`src/rtl/pe_row_feeder.sv`:
```
// Input FIFO plus diagonal skew pipeline that feeds each PE array row its input_data/input_valid.
// Optional FEEDER_ZERO_PAD_EN: a lane that is not valid drives zero data instead of holding its last value.
module pe_row_feeder #(
  parameter int bw    = 4,
  parameter int row   = 8,
  parameter int depth = 16
) (
  input  logic                    clk,
  input  logic                    reset,
  input  logic                    wr,
  input  logic [row*bw-1:0]       in_data,
  input  logic                    rd,
  output logic [row*bw-1:0]       out_data,
  output logic [row-1:0]          out_valid,
  output logic                    full,
  output logic                    empty,
  output logic [$clog2(depth):0]  count
);

  localparam int aw = $clog2(depth);
  localparam int cw = aw + 1;
  localparam logic [cw-1:0] depth_c = cw'(depth);

  logic [row*bw-1:0] mem [depth];
  logic [aw-1:0]     wr_ptr, rd_ptr;
  logic [cw-1:0]     count_q, count_d;
  logic              full_q, empty_q;
  logic              rd_acc, wr_acc;

  // Registered FIFO read port; this is the head of every lane's delay chain.
  logic [row*bw-1:0] pop_data;
  logic              pop_valid;

  // A full FIFO still takes a write when a read frees a slot on the same edge.
  assign rd_acc = rd & ~empty_q;
  assign wr_acc = wr & (~full_q | rd_acc);

  // NOTE: combinational blocks assign every output a default first so no latch is inferred.
  always_comb begin
    count_d = count_q;
    case ({wr_acc, rd_acc})
      2'b10:   count_d = count_q + cw'(1);
      2'b01:   count_d = count_q - cw'(1);
      default: count_d = count_q;
    endcase
  end

  // NOTE: state registers use non-blocking assignments so every flop samples pre-edge values.
  always_ff @(posedge clk or negedge reset) begin
    if (!reset) begin
      wr_ptr  <= '0;
      rd_ptr  <= '0;
      count_q <= '0;
      full_q  <= 1'b0;
      empty_q <= 1'b1;
    end else begin
      if (wr_acc) wr_ptr <= wr_ptr + aw'(1);
      if (rd_acc) rd_ptr <= rd_ptr + aw'(1);
      count_q <= count_d;
      full_q  <= (count_d == depth_c);
      empty_q <= (count_d == '0);
    end
  end

  // NOTE: the storage array has no reset; occupancy is tracked by the pointers, so old contents are never observed.
  always_ff @(posedge clk) begin
    if (wr_acc) mem[wr_ptr] <= in_data;
  end

  // When full with a simultaneous write, wr_ptr == rd_ptr and the read still returns the old entry.
  always_ff @(posedge clk or negedge reset) begin
    if (!reset) begin
      pop_valid <= 1'b0;
      pop_data  <= '0;
    end else begin
      pop_valid <= rd_acc;
      if (rd_acc) pop_data <= mem[rd_ptr];
    end
  end

  for (genvar i = 0; i < row; i++) begin : g_lane
    logic [bw-1:0] d_sr [i+1];
    logic [i:0]    v_sr;

    // Free-running chain of i+1 stages; data moves only alongside a valid.
    always_ff @(posedge clk or negedge reset) begin
      if (!reset) begin
        v_sr <= '0;
        for (int k = 0; k <= i; k++) d_sr[k] <= '0;
      end else begin
        v_sr[0] <= pop_valid;
        if (pop_valid) d_sr[0] <= pop_data[i*bw +: bw];
        for (int k = 1; k <= i; k++) begin
          v_sr[k] <= v_sr[k-1];
          if (v_sr[k-1]) d_sr[k] <= d_sr[k-1];
        end
      end
    end

    assign out_valid[i] = v_sr[i];
`ifdef FEEDER_ZERO_PAD_EN
    assign out_data[i*bw +: bw] = v_sr[i] ? d_sr[i] : '0;
`else
    assign out_data[i*bw +: bw] = d_sr[i];
`endif
  end

  assign full  = full_q;
  assign empty = empty_q;
  assign count = count_q;

endmodule

```
`config.mk`:
```
export PLATFORM = sky130hd
export DESIGN_NAME = pe_row_feeder
export DESIGN_NICKNAME = d
export VERILOG_FILES = /design/src/rtl/pe_row_feeder.sv
export SDC_FILE = /design/constraint.sdc
export NUM_CORES = 1
export LEC_CHECK = 0
export BUFFER_PORTS_ARGS = -buffer_cell sky130_fd_sc_hd__clkbuf_2
export CAP_MARGIN = 20
export CORE_MARGIN = 5
export CORE_UTILIZATION = 35
export DETAILED_ROUTE_END_ITERATION = 7
export PLACE_DENSITY_LB_ADDON = 0.3
export SETUP_SLACK_MARGIN = 0.05
export SLEW_MARGIN = 20
export SYNTH_ARGS = -nofsm -noshare
export SYNTH_HDL_FRONTEND = slang
export SYNTH_SLANG_ARGS = --single-unit
```
`constraint.sdc`:
```
create_clock -name clk -period 3.11 [get_ports clk]
set_clock_uncertainty 0.15 [all_clocks]
set_input_delay 0 -clock clk [delete_from_list [all_inputs] [get_ports clk]]
set_output_delay 0 -clock clk [all_outputs]
set_load 0.01 [all_outputs]
```
# After elaboration in Yosys (flattened, before gate mapping)
# Memories as Yosys holds them, arrays and structs flattened. A register that Yosys moved wholly into a read port is not among the register bits.
# Cells that the tools add are included.
[totals]
ram_bits = 512
out_inout_bits = 47
wordCells = 68
n_memories = 1
in_bits = 36
regBits = 196
[memory_table]
columns = ["name", "depth", "width", "read_ports", "rd_clocked_by_memory_dff", "write_ports", "line", "source"]
rows = [
  ["mem", 16, 32, 1, 1, 1, "24", "logic [row*bw-1:0] mem [depth];"],
]
[op_classes]
reduce_logical = 2
muxes = 3
n_bitwise = 5
addsub = 4
n_eq_ne = 3
[ops]
columns = ["cell", "n"]
rows = [
  ["5-bit case mux with 2 select lines", 1],
  ["4-bit by 1-bit adder with 4-bit output (second input constant)", 2],
  ["5-bit by 1-bit adder with 5-bit output (second input constant)", 1],
  ["5-bit equality test (second input constant)", 1],
  ["5-bit zero test", 1],
  ["5-bit by 1-bit subtractor with 5-bit output (second input constant)", 1],
  ["1-bit bitwise AND", 2],
  ["2-bit by 1-bit equality test with 1-bit output (second input constant)", 1],
  ["2-bit equality test (second input constant)", 1],
  ["1-bit 2-to-1 mux", 2],
  ["1-bit NOT", 2],
  ["1-bit zero test", 1],
  ["1-bit bitwise OR", 1],
]

# Longest topological paths before layout
# Gate-level depths: netlist (run 1).
[logic_depth]
word_depth = 7
mapped_depth = 13
mapped_depth_nobuf = 11

# Least setup slack after synthesis (run 1)
# Ideal clock, no wire load.
[synth_timing]
path_kind = "reg2reg"
start = "register empty_q, in the netlist empty"
end = "register full_q, in the netlist full"
synth_period_minus_slack_ns = 2.996
path_slack_ns = 0.114
required_time_ns = 2.865
path_buffers = 2
t_arrival_ns = 2.751
setup_time_ns = 0.095
stages_incl_launch_ff = 13
cell_sequence = "dfstp_2 nand2b_1 clkbuf_1 clkinv_1 ha_1 buf_2 xor2_1 ha_1 o21ai_0 a221oi_1 o221ai_1 xnor2_1 nor4b_2"
[synth_between]
elab_chain_len = 7
word_cells_on_any_way = 8
cone_classes = "eq/ne: 3; mux: 1; bitwise: 4"
[synth_lines]
columns = ["item", "line", "source"]
rows = [
  ["from (decl)", "27", "logic full_q, empty_q;"],
  ["from (signal assigned)", "61", "empty_q <= (count_d == '0);"],
  ["1-bit NOT (*)", "35", "assign rd_acc = rd & ~empty_q;"],
  ["1-bit bitwise AND (*)", "35", ""],
  ["via rd_acc", "28", "logic rd_acc, wr_acc;"],
  ["1-bit bitwise OR", "36", "assign wr_acc = wr & (~full_q | rd_acc);"],
  ["1-bit bitwise AND", "36", ""],
  ["2-bit by 1-bit equality test with 1-bit output / 2-bit equality test (equally long branches)", "41", "case ({wr_acc, rd_acc})"],
  ["5-bit case mux with 2 select lines (*)", "41", ""],
  ["via count_d[4]", "26", "logic [cw-1:0] count_q, count_d;"],
  ["5-bit equality test (*)", "60", "full_q <= (count_d == depth_c);"],
  ["to (signal assigned)", "60", ""],
  ["to (decl)", "27", ""],
]
# The timed path passes the listed nets; every way through them passes the cells marked *.
# A chain may end at the register's enable or synchronous reset.

# Final worst setup path (run 1)
[layout_timing]
start = "register empty_q, in the netlist empty"
end = "register full_q, in the netlist full"
[layout_between]
elab_chain_len = 7
word_cells_on_any_way = 8
cone_classes = "eq/ne: 3; mux: 1; bitwise: 4"
[layout_lines]
columns = ["item", "line"]
rows = [
  ["1-bit NOT (*)", "35"],
  ["1-bit bitwise AND (*)", "35"],
  ["1-bit bitwise OR", "36"],
  ["1-bit bitwise AND", "36"],
  ["2-bit by 1-bit equality test with 1-bit output / 2-bit equality test (equally long branches)", "41"],
  ["5-bit case mux with 2 select lines (*)", "41"],
  ["via count_d[4]", "26"],
  ["5-bit equality test (*)", "60"],
]
# Marked as above.

==> results_dict.tcl, run 1 <==
set metrics [dict create \
    synth_cell_type_count 42 \
    endpoint_kind "flop" \
    yosys-top-cells-area "edfxtp_1 (56%), dfrtp_1 (18%), mux4_2 (8.4%), mux2_2 (7.2%), mux4_1 (2.3%)" \
    die_area_sq_mm 0.0840 \
    nets 1555 \
    clk_latency_ps 610 \
    die_h_microns 290 \
    clock_tree.root_cell "clkbuf_16" \
    netlist_instances 1361 \
    antenna_found_initial 2 \
    min_period_ps 2840 \
    cts.sink_count 712 \
    crit_slowest_cell "dfstp_2" \
    area_delta_synth_final_pct 17.5 \
    synth_edf_count 512 \
    clkTransAtPathRegs_ps 60 \
    synth_xor_xnor_area_share_pct 0.384 \
    synthFlopType "edfxtp_1" \
    vias_per_cell 4.86 \
    grt_pass1_vias 13400 \
    synthMuxAreaShare_pct 19.2 \
    rsz0062_at_grt "no" \
    ioPinCount 83 \
    max-vdd-ir-drop_uv 375 \
    io_buffers 82 \
    synth_nets 1405 \
    yosysSeqAreaShare_pct 74.4 \
    crit_chain "nand2b_2, a21boi_1, inv_1, ha_2, xor2_1, ha_1, o21ai_0, a221oi_1, o221ai_1, xnor2_1, nor4b_2" \
    cts_tree "built" \
    yosys_warnings 0 \
    min_path_type "in -> reg" \
    crit_required_ps 3460 \
    setup-violations-final 0 \
    antenna_left 0 \
    final_area_sq_mm 0.0322 \
    yosys.area_share.simple_pct 1.81 \
    synth_largest_area_cell "edfxtp_1" \
    yosys-top-cells-count "edfxtp_1 (512), dfrtp_1 (199), mux2_2 (175)" \
    synth_fa_ha_area_share_pct 0.365 \
    async_flop_share_pct 28.1 \
    p_leak_uw 0.0115 \
    synth_top_family_by_area "multiplexers" \
    drc 0 \
    grt_max_degree 86 \
    dpl_cell_area_sq_mm 0.0293 \
    numCtsBuffers 76 \
    htreeDepth 3 \
    grt_overflow 0 \
    drt-total-wl_microns 56600 \
    setup_slack_ps 267 \
    synth-compound-area-share_pct 1.53 \
    cpLargestDelayFamily "compound AO/OA/AOI/OAI gates" \
    path_max_fanout 8 \
    finalCritPeriodShare_pct 91.4 \
    drv_cap 0 \
    num_vias 12700 \
    synth_seq_cells 712 \
    critPathArrivalTime_ps 3190 \
    hpwl_microns 31900 \
    drive_gt1_share_pct 35.1 \
    core.rowCount 102 \
    dr.pass1.iters 5 \
    grt_usage_pct 13.7 \
    slew_viol_final 0 \
    cts_buffer_depth 3 \
    ff2ff_setup_slack_ps 270 \
    gp_congestion 0.714 \
    dp_slack_ps 183 \
    start_util_pct 35.3 \
    fmax_mhz 352 \
    worstMarginPinSlew_ps 999 \
    cpPeakStageDelay_ps 520 \
    hold_viol 0 \
    timing_worst_setup_path_type "reg -> reg" \
    synth.cell_area_sq_mm 0.0274 \
    initialDrtViolationCount 943 \
    status "complete, no violations" \
    relSlewSlack_pct 33.4 \
    power_density_mw_per_mm2 924 \
    grt_first_pass_wirelength_microns 87000 \
    yosysTopAreaCellShare_pct 56.1 \
    syn_avg_cell_area_sq_um 20.1 \
    post_drt_wl_per_cell_microns 21.6 \
    die_x_microns 290 \
    yosysMostFrequentCell "edfxtp_1" \
    cp-start-kind "flop" \
    core-area_sq_mm 0.0776 \
    cp_num_buf_inv 1 \
    tns_ps 0 \
]
-- layer usage --
layer	up-vias	GRT usage [%]	share of wire, %
li1	5670	-	-
met1	6732	18.8	44
met2	259	22.9	50
met3	57	2.60	4.6
met4	0	3.39	1.4
met5	-	0	0
-- cell families (layout without fill, tap and decap cells) --
family / Yosys count / count (layout)
flip-flops: 712 / 712
multiplexers: 337 / 337
AND/OR/NAND/NOR: 108 / 108
buffers and inverters: 105 / 319
AO/OA/AOI/OAI: 79 / 79
XOR/XNOR: 12 / 12
adder cells (fa/ha/maj): 8 / 8
other: 0 / 2
-- path summary, 6_finish.rpt --
kind                              startpoint            to  cells past startpoint
max in group asynchronous              reset   pop_data[2]                      4
worst max register to register         empty          full                     11
min in group asynchronous              reset         empty                      3
worst min-delay path             in_data[11]   mem[10][11]                      2
worst max-delay path                   empty          full                     11
worst min register to register  pop_data[25]  pop_data[25]                      2
-- through the flow --
stage	std cells	utilization [%]	hold slack, ps	total power [uW]
2_1_floorplan	1361	-	-446	18800
3_3_place_gp	2435	37.7	-176	21000
3_5_place_dp	2435	37.7	-168	21200
4_1_cts	2614	41.5	159	30300
5_1_grt	2615	41.5	214	31400
6_report	2617	41.5	188	29800
-- sequential cells by signal, summed over array words and instances, names as in the netlist --
name and count:
rd_ptr 4, wr_ptr 4, empty 1, mem 512
g_lane.v_sr 8, out_data 28, count 5, g_lane.d_sr 116
full 1, pop_valid 1, pop_data 32
-- power by group --
group          leakage [uW]  total, uW  internal, uW  switching (uW)
registers           0.00704      13400         12200            1240
logic               0.00321       7440          3960            3480
clock network       0.00123       8920          5250            3660
-- timing repair --
action	in CTS	in global routing
buffers inserted	0	1
hold endpoints to repair	723	0
endpoints found under the setup margin	0	2
gates resized for setup	0	1
hold buffers	37	0
-- layout make-up --
class                           instances  area, sq um
Fill cell                            6916        45400
Sequential cell                       712        20400
Multi-Input combinational cell        544         6400
Clock buffer                          107         2130
Timing Repair Buffer                  173         1550
Tap cell                             1040         1300
Clock inverter                         35          389
Inverter                                4         15.0
Antenna cell                            2         5.00
-- cell usage in the layout, fill, tap and decap left out, types with 27 or more instances in the layout --
cell type and count:
clkbuf_2 81, dfrtp_1 195, mux4_2 102, buf_4 27, nand2_1 70, edfxtp_1 512, dlygate4sd3_1 36, clkbuf_16 77
mux2_2 175, mux2i_1 36, buf_12 27
(Power assumes the default switching activity.)
==> inputs of run 2 (changes only) <==
SETUP_SLACK_MARGIN = 0.4   (was 0.05)
==> results_dict.tcl, run 2 (synthesis gave the netlist of run 1 again) <==
set metrics [dict create \
    status "complete, no violations" \
    top_register "mem" \
    die_x_microns 290 \
    initialDrtViolationCount 808 \
    hold_viol 0 \
    htreeDepth 3 \
    setup-violations-final 0 \
    ioPinCount 83 \
    p_switching_uw 8380 \
    fillers 6932 \
    grt_first_pass_wirelength_microns 86700 \
    timing_worst_setup_path_type "reg -> reg" \
    p_comb_share_pct 25.4 \
    grt_pass1_vias 13300 \
    clkTransAtPathRegs_ps 60 \
    grt_overflow 0 \
    drv_cap 0 \
    multi_input_area_sq_mm 0.00647 \
    clock_tree.root_cell "clkbuf_16" \
    vias_per_cell 4.87 \
    min_period_ps 2590 \
    grtUsageMet3_pct 2.82 \
    drive_gt1_share_pct 35.6 \
    core.rowCount 102 \
    hpwl_microns 32800 \
    swShare_pct 28.2 \
    min_path_cells 4 \
    area_delta_synth_final_pct 17.2 \
    relSlewSlack_pct 36.7 \
    grt_max_degree 104 \
    grt_usage_pct 13.8 \
    gr-usage-met1_pct 18.4 \
    die_h_microns 290 \
    core-area_sq_mm 0.0776 \
    pwr-share-clk_pct 29.6 \
    rsz0062_at_grt "no" \
    antenna_left 0 \
    clk_latency_ps 600 \
    p_seq_share_pct 44.9 \
    cts.sink_count 712 \
    ff2ff_setup_slack_ps 520 \
    fmax_mhz 386 \
    top_regs "mem x512, g_lane.d_sr x116, pop_data x32" \
    nets 1557 \
    dp_slack_ps 156 \
    io_buffers 82 \
    grtUsageMet2_pct 23.2 \
    cp-start-kind "flop" \
    drc 0 \
    numCtsBuffers 74 \
    die_area_sq_mm 0.0840 \
    gp_congestion 0.732 \
    fin_cells 2614 \
    path_max_fanout 10 \
    seqCellArea_sq_mm 0.0204 \
    dr.pass1.iters 5 \
    num_vias 12700 \
    critPathArrivalTime_ps 2910 \
    most-common-layout-cells "edfxtp_1 (512), dfrtp_1 (195), mux2_2 (175), mux4_2 (102), clkbuf_2 (81)" \
    placed_cells 2435 \
    tns_ps 0 \
    max-vdd-ir-drop_uv 405 \
    finalCritPeriodShare_pct 83.3 \
    largest_reg_flops 512 \
    crit_required_ps 3430 \
    p_leak_uw 0.0115 \
    endpoint_kind "flop" \
    antenna_found_initial 5 \
    setup_slack_ps 519 \
    cts_tree "built" \
    post_drt_wl_per_cell_microns 21.9 \
    slew_viol_final 0 \
    p_int_uw 21400 \
    start_util_pct 35.3 \
    worstMarginPinSlew_ps 949 \
    top_usage_layer "met2" \
    min_path_type "in -> reg" \
    cts_buffer_depth 3 \
    final_common_cell "edfxtp_1" \
    drt-total-wl_microns 57300 \
    power_density_mw_per_mm2 927 \
    r2r_cells 11 \
]
## run 2: cell types whose count changed in the layout (fill, tap and decap cells not counted), sizes merged
cell,change
diode,-1
clkinv,-5
clkbuf,+2
clkinvlp,-1
inv,-2
buf,+4
## run 2: power by group through the flow
stage | clock (uW) | sequential [uW] | combinational [uW]
CTS | 9080 | 13400 | 7650
global placement | 0 | 13500 | 7440
floorplan | 0 | 12900 | 5910
detailed placement | 0 | 13600 | 7530
finish | 8820 | 13400 | 7560
global route | 9480 | 13600 | 8240
## run 2: metal layers
| metal | vias up | share of wire [%] |
|---|---|---|
| met1 | 6753 | 44 |
| met5 | - | 0.096 |
| li1 | 5659 | - |
| met2 | 228 | 50 |
| met4 | 8 | 1.8 |
| met3 | 91 | 4.5 |
## run 2: stage by stage
stage | power (uW) | hold slack [ps] | util (%) | instance area (sq um)
after floorplan | 18800 | -446 | - | 27400
after global placement | 21000 | -44.7 | 37.6 | 29200
after detailed placement | 21100 | -41.4 | 37.6 | 29200
after CTS | 30100 | 121 | 41.3 | 32100
after global routing | 31300 | 121 | 41.4 | 32100
final | 29800 | 135 | 41.4 | 32100
## run 2: what timing repair did
action	4_1_cts	5_1_grt
gates resized for setup	3	8
pin swaps	3	4
hold buffers	36	0
setup buffers	4	2
endpoints found under the hold margin	723	0
endpoints found under the setup margin	3	3
## run 2: final timing paths
check	startpoint	end
setup / recovery	empty	full
max in group asynchronous	reset	rd_ptr[1]
hold / removal	rd	pop_valid
hold reg to reg	pop_data[23]	pop_data[23]
min in group asynchronous	reset	out_data[23]
setup reg to reg	empty	full
## run 2: cell type report
| type | instances | share of cell area, % |
|---|---|---|
| sequential | 712 | 63.5 |
| multi-input combinational | 544 | 20.1 |
| clock buffer | 109 | 6.71 |
| timing repair buffer | 177 | 4.59 |
| tap | 1040 | 4.05 |
| clock inverter | 27 | 0.958 |
| inverter | 4 | 0.0623 |
| antenna | 1 | 0.00779 |
## run 2: critical path, stage by stage (launching register included)
cell and delay (ps):
dfstp_2 530, nand2b_4 150, clkinv_4 110, ha_4 190, xor2_2 170, ha_2 200
buf_4 130, a21oi_1 150, xor2_1 190, nor2_1 70, xor2_1 350, nor4b_4 70
==> inputs of run 3 (changes only) <==
clock period = 2.62 ns   (was 3.11 ns; I/O delays follow)
==> results_dict.tcl, run 3 (synthesis gave the netlist of run 1 again) <==
set metrics [dict create \
    status "complete, no violations" \
    die_area_sq_mm 0.0840 \
    vias_per_cell 4.93 \
    dpl_cell_area_sq_mm 0.0294 \
    hold_end "mem[14][24]" \
    drt-total-wl_microns 63700 \
    cts_tree "built" \
    slew_viol_final 0 \
    worstReg2RegStart "empty" \
    most-common-layout-cells "edfxtp_1 (512), dfrtp_1 (195), mux2_2 (171), mux4_2 (105), clkbuf_16 (99)" \
    numCtsBuffers 78 \
    max-vdd-ir-drop_uv 550 \
    hold_viol 0 \
    grt_max_degree 77 \
    grt_pass1_vias 13700 \
    fillers 6657 \
    min_from "in_data[24]" \
    antenna_left 0 \
    start_util_pct 35.3 \
    r2r_cells 12 \
    cts.sink_count 712 \
    min_period_ps 2600 \
    drc 0 \
    clk_latency_ps 620 \
    critPathArrivalTime_ps 2920 \
    htreeDepth 3 \
    initialDrtViolationCount 911 \
    gp_congestion 0.728 \
    die_h_microns 290 \
    cp-start-kind "flop" \
    clkTransAtPathRegs_ps 60 \
    cts_buffer_depth 3 \
    io_buffers 82 \
    top_register "mem" \
    final_common_cell "edfxtp_1" \
    hpwl_microns 33600 \
    nets 1668 \
    reg2reg_to "full" \
    dr.pass1.iters 5 \
    num_vias 13500 \
    crit_required_ps 2950 \
    rsz0062_at_grt "yes" \
    path_max_fanout 3 \
    fin_hold_ws_ps 186 \
    antenna_found_initial 4 \
    endpoint_kind "flop" \
    drv_cap 0 \
    ioPinCount 83 \
    p_leak_uw 0.0125 \
    core.rowCount 102 \
    die_x_microns 290 \
    final_area_sq_mm 0.0345 \
    grt_overflow 0 \
    core-area_sq_mm 0.0776 \
    worstMarginPinSlew_ps 877 \
    min_path_type "in -> reg" \
    area_delta_synth_final_pct 25.8 \
    post_drt_wl_per_cell_microns 23.4 \
    grt_usage_pct 14.5 \
    clock_tree.root_cell "clkbuf_16" \
    min_path_cells 2 \
    finalCritPeriodShare_pct 99.1 \
    largest_reg_flops 512 \
    relSlewSlack_pct 41.6 \
    power_density_mw_per_mm2 1130 \
    ff2ff_setup_slack_ps 20 \
    grt_first_pass_wirelength_microns 90500 \
    drive_gt1_share_pct 42.9 \
    setup-violations-final 0 \
    timing_worst_setup_path_type "reg -> reg" \
    fmax_mhz 385 \
    top_regs "mem x512, g_lane.d_sr x116, pop_data x32" \
]
==> run 3: timing repair <==
| item | CTS | global route |
|---|---|---|
| hold buffers | 36 | 0 |
| pin swaps | 6 | 29 |
| cloned | 15 | 19 |
| resized for setup | 53 | 136 |
| endpoints found under the setup margin | 197 | 424 |
| setup buffers | 36 | 26 |
| endpoints found under the hold margin | 722 | 0 |
==> run 3: where the power goes <==
part	internal [uW]	switching, uW	leakage (uW)	total [uW]
sequential	14400	1200	0.00704	15600
combinational	6840	5710	0.00418	12500
clock	6250	4340	0.00124	10600
total	27500	11200	0.0125	38800
==> run 3: per-stage QoR <==
step | power (uW) | setup slack, ps | TNS, ps | instances | utilization (%)
CTS | 37600 | 49.1 | 0 | 2681 | 42.9
floorplan | 22300 | -46.8 | -46.8 | 1361 | -
global route | 40700 | -79.5 | -149 | 2726 | 44.4
global placement | 25200 | 43.6 | 0 | 2452 | 37.9
finish | 38800 | 22.6 | 0 | 2728 | 44.4
detailed placement | 25400 | -31.1 | -31.1 | 2452 | 37.9
==> run 3: area by class of cell <==
| type | count | area, sq um | area share (%) |
|---|---|---|---|
| Clock inverter | 36 | 290 | 0.842 |
| Inverter | 4 | 20.0 | 0.0581 |
| Antenna cell | 2 | 5.00 | 0.0145 |
| Multi-Input combinational cell | 544 | 6750 | 19.6 |
| Sequential cell | 712 | 20400 | 59.2 |
| Clock buffer | 106 | 2220 | 6.44 |
| Tap cell | 1040 | 1300 | 3.78 |
| Timing Repair Buffer | 284 | 3480 | 10.1 |
==> run 3: worst max-delay path by stage <==
stage,to,from
2_1_floorplan,full,empty
3_3_place_gp,full,empty
3_5_place_dp,full,empty
4_1_cts,full,empty
5_1_grt,empty,empty
6_report,full,empty
==> run 3: worst max-delay path, stage by stage (launching register included) <==
cell      delay, ps
dfstp_2         530
nand2b_4        160
a21boi_4         60
inv_2            80
ha_4            140
xor2_2          150
ha_2            220
buf_4           120
a21oi_1          40
xor2_1          160
nor2_1          130
xor2_1          410
nor4b_2         100
==> run 3: per-layer routing <==
layer / share of wire, % / wire (microns) / track usage [%]
met3: 5.4 / 3440 / 3.11
met4: 2.2 / 1430 / 3.85
met2: 49 / 31300 / 23.9
met5: 0.042 / 27 / 0
met1: 43 / 27500 / 19.9
